File: src/rtl/apb_master_bridge.sv
`timescale 1ns/1ps
// apb_master_bridge
// Valid/ready command port to APB master bridge. Each accepted command runs
// one APB SETUP + ACCESS sequence. The read data and slave-error status are
// returned on a valid/ready response port. Only one transfer is outstanding
// at a time.
//
// Optional feature macro: APB_TIMEOUT_EN
//   When defined, an ACCESS phase that waits TIMEOUT_CYCLES cycles with
//   PREADY low is aborted and answered with rsp_err=1, rsp_rdata=0.
//   When undefined, the bridge waits for PREADY indefinitely.

module apb_master_bridge #(
   parameter int ADDR_WIDTH     = 32,
   parameter int DATA_WIDTH     = 32,
   parameter int TIMEOUT_CYCLES = 16
) (
   input  logic                    PCLK,
   input  logic                    PRESETn,

   // command port
   input  logic                    cmd_valid,
   output logic                    cmd_ready,
   input  logic                    cmd_write,
   input  logic [ADDR_WIDTH-1:0]   cmd_addr,
   input  logic [DATA_WIDTH-1:0]   cmd_wdata,
   input  logic [DATA_WIDTH/8-1:0] cmd_strb,

   // response port
   output logic                    rsp_valid,
   input  logic                    rsp_ready,
   output logic [DATA_WIDTH-1:0]   rsp_rdata,
   output logic                    rsp_err,

   // APB master interface
   output logic                    PSEL,
   output logic                    PENABLE,
   output logic                    PWRITE,
   output logic [ADDR_WIDTH-1:0]   PADDR,
   output logic [DATA_WIDTH-1:0]   PWDATA,
   output logic [DATA_WIDTH/8-1:0] PSTRB,
   input  logic                    PREADY,
   input  logic [DATA_WIDTH-1:0]   PRDATA,
   input  logic                    PSLVERR
);

   typedef enum logic [1:0] {
      IDLE   = 2'd0,
      SETUP  = 2'd1,
      ACCESS = 2'd2,
      RESP   = 2'd3
   } state_t;

   state_t state;

`ifdef APB_TIMEOUT_EN
   // The counter only ever needs to reach TIMEOUT_CYCLES-1: the abort
   // decision is made on the edge that would take it to TIMEOUT_CYCLES.
   localparam int CNT_WIDTH = (TIMEOUT_CYCLES > 1) ? $clog2(TIMEOUT_CYCLES) : 1;

   logic [CNT_WIDTH-1:0] wait_cnt;
   logic                 limit_hit;

   // High in the ACCESS cycle whose PREADY=0 would be the last allowed wait.
   assign limit_hit = (wait_cnt == CNT_WIDTH'(TIMEOUT_CYCLES - 1));
`endif

   // Bridge sequencer: every APB and response output is a register here.
   always_ff @(posedge PCLK or negedge PRESETn) begin
      if (!PRESETn) begin
         state     <= IDLE;
         cmd_ready <= 1'b0;
         PSEL      <= 1'b0;
         PENABLE   <= 1'b0;
         PWRITE    <= 1'b0;
         PADDR     <= '0;
         PWDATA    <= '0;
         PSTRB     <= '0;
         rsp_valid <= 1'b0;
         rsp_rdata <= '0;
         rsp_err   <= 1'b0;
`ifdef APB_TIMEOUT_EN
         wait_cnt  <= '0;
`endif
      end else begin
         case (state)
            IDLE: begin
               cmd_ready <= 1'b1;
               if (cmd_valid && cmd_ready) begin
                  // Reads never drive write data or strobes onto the bus.
                  cmd_ready <= 1'b0;
                  PSEL      <= 1'b1;
                  PENABLE   <= 1'b0;
                  PWRITE    <= cmd_write;
                  PADDR     <= cmd_addr;
                  PWDATA    <= cmd_write ? cmd_wdata : '0;
                  PSTRB     <= cmd_write ? cmd_strb  : '0;
                  state     <= SETUP;
               end
            end

            SETUP: begin
               PENABLE <= 1'b1;
`ifdef APB_TIMEOUT_EN
               wait_cnt <= '0;
`endif
               state   <= ACCESS;
            end

            ACCESS: begin
               if (PREADY) begin
                  // PSLVERR and PRDATA are only meaningful on this edge.
                  PSEL      <= 1'b0;
                  PENABLE   <= 1'b0;
                  rsp_err   <= PSLVERR;
                  rsp_rdata <= PWRITE ? '0 : PRDATA;
                  rsp_valid <= 1'b1;
                  state     <= RESP;
               end
`ifdef APB_TIMEOUT_EN
               else if (limit_hit) begin
                  PSEL      <= 1'b0;
                  PENABLE   <= 1'b0;
                  rsp_err   <= 1'b1;
                  rsp_rdata <= '0;
                  rsp_valid <= 1'b1;
                  state     <= RESP;
               end else begin
                  wait_cnt <= wait_cnt + 1'b1;
               end
`endif
            end

            RESP: begin
               if (rsp_valid && rsp_ready) begin
                  rsp_valid <= 1'b0;
                  cmd_ready <= 1'b1;
                  state     <= IDLE;
               end
            end

            default: begin
               state <= IDLE;
            end
         endcase
      end
   end

endmodule

File: config.mk
export PLATFORM = sky130hd
export DESIGN_NAME = apb_master_bridge
export DESIGN_NICKNAME = d
export VERILOG_FILES = /design/src/rtl/apb_master_bridge.sv
export SDC_FILE = /design/constraint.sdc
export NUM_CORES = 1
export LEC_CHECK = 0
export ABC_AREA = 1
export BUFFER_PORTS_ARGS = -buffer_cell sky130_fd_sc_hd__buf_2
export CORE_MARGIN = 2
export CORE_UTILIZATION = 41
export CTS_CLUSTER_SIZE = 24
export DETAILED_ROUTE_END_ITERATION = 7
export PLACE_DENSITY = 0.75
export SLEW_MARGIN = 30
export SYNTH_ARGS = -nofsm -noshare
export SYNTH_HDL_FRONTEND = slang
export SYNTH_SLANG_ARGS = --single-unit
File: constraint.sdc
create_clock -name PCLK -period 1.35 [get_ports PCLK]
set_input_delay 0.2025 -clock PCLK [delete_from_list [all_inputs] [get_ports PCLK]]
set_output_delay 0.2025 -clock PCLK [all_outputs]
set_load 0.01 [all_outputs]
**Word-level counts from Yosys, hierarchy flattened**

Index checks and enable logic that the tools add are counted.

- Eq/ne operators: 6
- Multiplexer cells: 18
- Reduce and logical (&&, ||, !) cells: 14

Operator list:

| kind | number |
|---|---|
| two-way mux 32 bit | 2 |
| AND reduction 3 bit | 4 |
| case mux 2 bit (4 select lines) | 1 |
| two-way mux 1 bit | 7 |
| two-way mux 2 bit | 3 |
| != test 2 bit, second input constant | 3 |
| case mux 1 bit (2 select lines) | 3 |
| AND reduction 2 bit | 3 |
| nonzero test 2 bit | 3 |
| equality test 2 bit, second input constant | 2 |
| two-way mux 4 bit | 1 |
| case mux 1 bit (3 select lines) | 1 |
| nonzero test 3 bit | 1 |
| equality test 2 x 1 -> 1 bit, second input constant | 1 |
| logical AND 1 bit | 2 |
| logical NOT 2 bit | 1 |

- Register bits: 108
- Output and inout bits: 106
- Input bits: 107
- Logic and storage cells: 49

**Logic depth before layout (Yosys ltp)**

- Depth in word-level cells: 3
- Depth in mapped cells: 9
- Mapped depth without buffers: 8

**Worst setup path after synthesis**

Ideal clock, no wire load.

- Kind: register to register
- Start point: register state[0]
- End point: register PADDR[11]
- Arrival time: 1.344 ns
- Slack: -0.110 ns
- Period minus slack after synthesis: 1.460 ns
- Cell stages (with the launch flop): 10
- Data required time: 1.233 ns
- Cells stage by stage: dfrtp_1 > inv_1 > ha_1 > inv_2 > nor2_4 > inv_2 > buf_4 > buf_6 > nand2_1 > nand2_1

- Longest elaborated chain between the ends: 2

RTL lines:

| what | RTL line | text |
|---|---|---|
| start: declaration | 54 | `state_t state;` |
| start signal: assignment | 71 | `state <= IDLE;` |
| start signal: assignment | 98 | `state <= SETUP;` |
| start signal: assignment | 107 | `state <= ACCESS;` |
| logical NOT 2 bit | 86 | `case (state)` |
| AND reduction 2 bit (no line) | n/a |  |
| end signal: assignment | 95 | `PADDR <= cmd_addr;` |
| end: declaration | 39 | `output logic [ADDR_WIDTH-1:0] PADDR,` |

Every way passes these cells.
A chain may end at the register's enable or synchronous reset.

**Worst setup path in the final report**

- Start point: register state[1]
- End point: register PADDR[1]

The elaborated chain is that of the path after synthesis.

==> run_results.csv <==
group,metric,value,unit
synth,synth-edff-count,0,
synth,synth_seq_cells,108,
synth,yosysWarnings,0,
setup_path,critPathRequiredTime,1650,ps
drt,num_vias,4331,
timing,skew,11.22,ps
setup_path,setup.worst_path.start,"state[1]$_DFFE_PN0P_",
synth,netlist_area,4364,um^2
floorplanning,die_h,107.2,um
pwr,switching_power,5.773,mW
cts,clockBufferDepth,2,
synth,yosys.area.top_type_share,61.93,%
cts,clk_latency,360,ps
setup_path,endpoint,"PADDR[1]$_DFFE_PN0P_",
setup_path,cp_cell_sequence,"inv_2 > ha_4 > inv_4 > nor2_4 > buf_12 > buf_12 > clkbuf_16 > nand2_2 > nand2_1",
pwr,p_sw_share,39.69,%
drt,via_per_inst,4.944,
timing,fmax,697.1,MHz
layout,fin_nets,848,
grt,grt_usage,23.29,%
setup_path,r2r_start,"state[1]$_DFFE_PN0P_",
drt,wire_per_inst,16.73,um
timing,tns,-2919,ps
synth,synth_cells,498,
setup_path,rr_worst_depth,9,
layout,layout-drive-gt1-share,43.65,%
cts,htree_levels,3,
layout,fill_cells,822,
synth,seq_area_frac_synth,61.93,%
layout,antenna_cells,0,
synth,synth_top_family_by_area,"simple AND/OR/NAND/NOR gates",
synth,synth_xor_xnor_area_share,0,%
setup_path,crit_cells,9,
cts,tritoncts,"built",
placement,dp_hpwl,8317,um
grt,gr-total-overflow,0,
setup_path,worstSetupStartpointType,"flop",
cts,cts.sinks,108,
setup_path,crit_top_cell,"buf_12",
pwr,power_frac_comb,49.3,%
synth,synth_ff_type,"dfrtp_1",
synth,synth_nets,611,
synth,syn_area_per_cell,8.763,um^2
cts,root_buffer,"clkbuf_8",
drt,route.met3.wl,993,um
floorplanning,std_cell_rows,37,
run,cap_violations,0,
synth,synthAdderAreaFrac,1.720,%
drt,drt-met1-wl,5780,um
drt,first_iter_violations,381,
synth,synth_mux_area_share,0,%
timing,post-route-min-period,1434,ps
floorplanning,coreArea,10320,um^2
floorplanning,die_area,11490,um^2
drt,top_layer,"met4",
setup_path,cp.buffers_inverters,5,
floorplanning,io_pins,213,
pwr,power.total,14.54,mW
setup_path,worstPathMaxFanout,8,
pwr,peakVddDrop,0.9207,mV
timing,slew_headroom,74.69,%
timing,layout_setup_ws,-84.42,ps
placement,io_buffers,212,
layout,finalInstanceArea,6639,um^2
pwr,leakage,3.836,nW
cts,cts_made_buffers,9,
drt,antenna_left,0,
pwr,pwr-share-clk,13.9,%
timing,worstMarginPinSlew,379.7,ps
timing,slew_violations,0,
cts,clk_pin_slew,100,ps
grt,grt_pass1_vias,4176,
pwr,internal_power,8.771,mW
setup_path,critical_path_class,"flop to flop",
floorplanning,die_w,107.2,um
drt,wirelength,14660,um
timing,holdWs,41.55,ps
synth,ys_types,16,
timing,final_hold_viol_count,0,
setup_path,cp_slowest_cell,"dfrtp_1",
drt,route.met2.wl,7621,um
grt,grt_pass1_wl,20780,um
synth,synth_top_cells_by_count,"260 x nand2_1, 108 x dfrtp_1, 40 x nand3_1, 33 x o21ai_0, 14 x inv_1",
synth,async_flop_share,100.0,%
setup_path,regToRegSetupSlack,-80,ps
synth,synth_compound_gate_area_share,4.014,%
setup_path,crit_family,"buffers and inverters",
setup_path,endpoint_kind,"flop",
drt,drc_errors,0,
pwr,seq_power_share,36.8,%
grt,grt_max_degree,45,
grt,antenna_found_initial,0,
hold_path,min_path_type,"input port to flop",
drt,first_pass_iters,5,
synth,yosysTopAreaCell,"dfrtp_1",
floorplanning,initial_core_util,42.27,%
setup_path,r2r-end,"PADDR[1]$_DFFE_PN0P_",
timing,setup_viol,79,
placement,place_area,5634,um^2
placement,place_congestion,0.9205,
synth,post-synth-top-count-cell,"nand2_1",
timing,rsz0062_at_grt,"true",
pwr,power.density,2191,nW/um^2
synth,yosys.area_share.simple,27.78,%
synth,synthTopCellsByArea,"dfrtp_1 62%, nand2_1 22%, nand3_1 4.6%",
setup_path,crit_arrival,1730,ps
layout,area_growth,52.12,%
timing,fin_crit_sh,106.3,%
outcome,violations,"setup timing",
setup_path,critPathMaxStageDelay,420,ps
outcome,status,"finished, violations left",
-- stage by stage --
step                      setup WS [ps]  utilization (%)  std cells
after floorplan                   15.01                -        498
after global placement            9.189            54.58        828
after detailed placement         -90.84            54.58        828
after CTS                        -39.98            59.77        862
after global routing             -133.1            64.31        876
final                            -84.42            64.31        876
-- tightest hold or removal path, stage by stage --
cell and delay, ps:
buf_2 70, nand2_1 40, nand2_1 50
-- cell families (layout without fill, tap and decap cells) --
logic type,Yosys count,after routing
AND/OR/NAND/NOR,305,305
flip-flops,108,108
buffers and inverters,44,286
AO/OA/AOI/OAI,35,35
adder cells (fa/ha/maj),6,6
-- power groups by stage --
stage	clock network (mW)	registers, mW	logic, mW
after floorplan	0	5.99	2.31
after global placement	0	5.30	5.09
after detailed placement	0	5.37	5.28
after CTS	2.07	5.31	6.14
after global routing	2.18	5.50	7.81
final	2.02	5.35	7.17
-- what timing repair did --
action,4_1_cts,5_1_grt
setup buffers,11,2
gates cloned,6,12
pin swaps,2,20
gates resized for setup,26,70
hold buffers,1,0
hold endpoints to repair,46,0
endpoints found under the setup margin,102,104
-- how the worst min path moves through the flow --
stage                      start                        to  slack, ps  depth (start not counted)
CTS                  cmd_addr[9]      PADDR[9]$_DFFE_PN0P_         20                          3
detailed placement       PRESETn  rsp_rdata[2]$_DFFE_PN0P_        100                          1
finish               cmd_addr[9]      PADDR[9]$_DFFE_PN0P_         40                          3
floorplan                PRESETn      PADDR[0]$_DFFE_PN0P_        -90                          0
global placement         PRESETn  rsp_rdata[4]$_DFFE_PN0P_         90                          1
global route        cmd_addr[21]     PADDR[21]$_DFFE_PN0P_         30                          3
-- registers in the layout (all words and copies together) (netlist names) --
| name | cells |
|---|---|
| PWDATA | 32 |
| PENABLE | 1 |
| PWRITE | 1 |
| PSTRB | 4 |
| rsp_err | 1 |
| cmd_ready | 1 |
| state | 2 |
| rsp_rdata | 32 |
| PADDR | 32 |
| rsp_valid | 1 |
| PSEL | 1 |
-- metal layers --
| layer | GRT usage [%] | up-vias |
|---|---|---|
| met2 | 40.87 | 196 |
| met5 | 0 | - |
| li1 | - | 2034 |
| met4 | 9.555 | 0 |
| met1 | 28.54 | 2082 |
| met3 | 3.587 | 19 |
-- final cells by class --
cell class	count	area, um^2	area share, %
clock inverters	4	47.55	0.7162
flip-flops and latches	108	2703	40.71
clock buffers	12	155.1	2.337
multi-input cells	346	1685	25.39
inverters	16	70.07	1.055
well taps	136	170.2	2.563
repair buffers	254	1808	27.23
-- cells in the final DEF, fill, tap and decap left out, drive strengths merged --
master,count
a21oi,2
buf,243
bufinv,1
clkbuf,22
clkinv,2
clkinvlp,1
dfrtp,108
dlygate4sd3,1
ha,6
inv,16
nand2,261
nand3,40
nand4,3
nor2,1
o21ai,33
(Power assumes the default switching activity.)
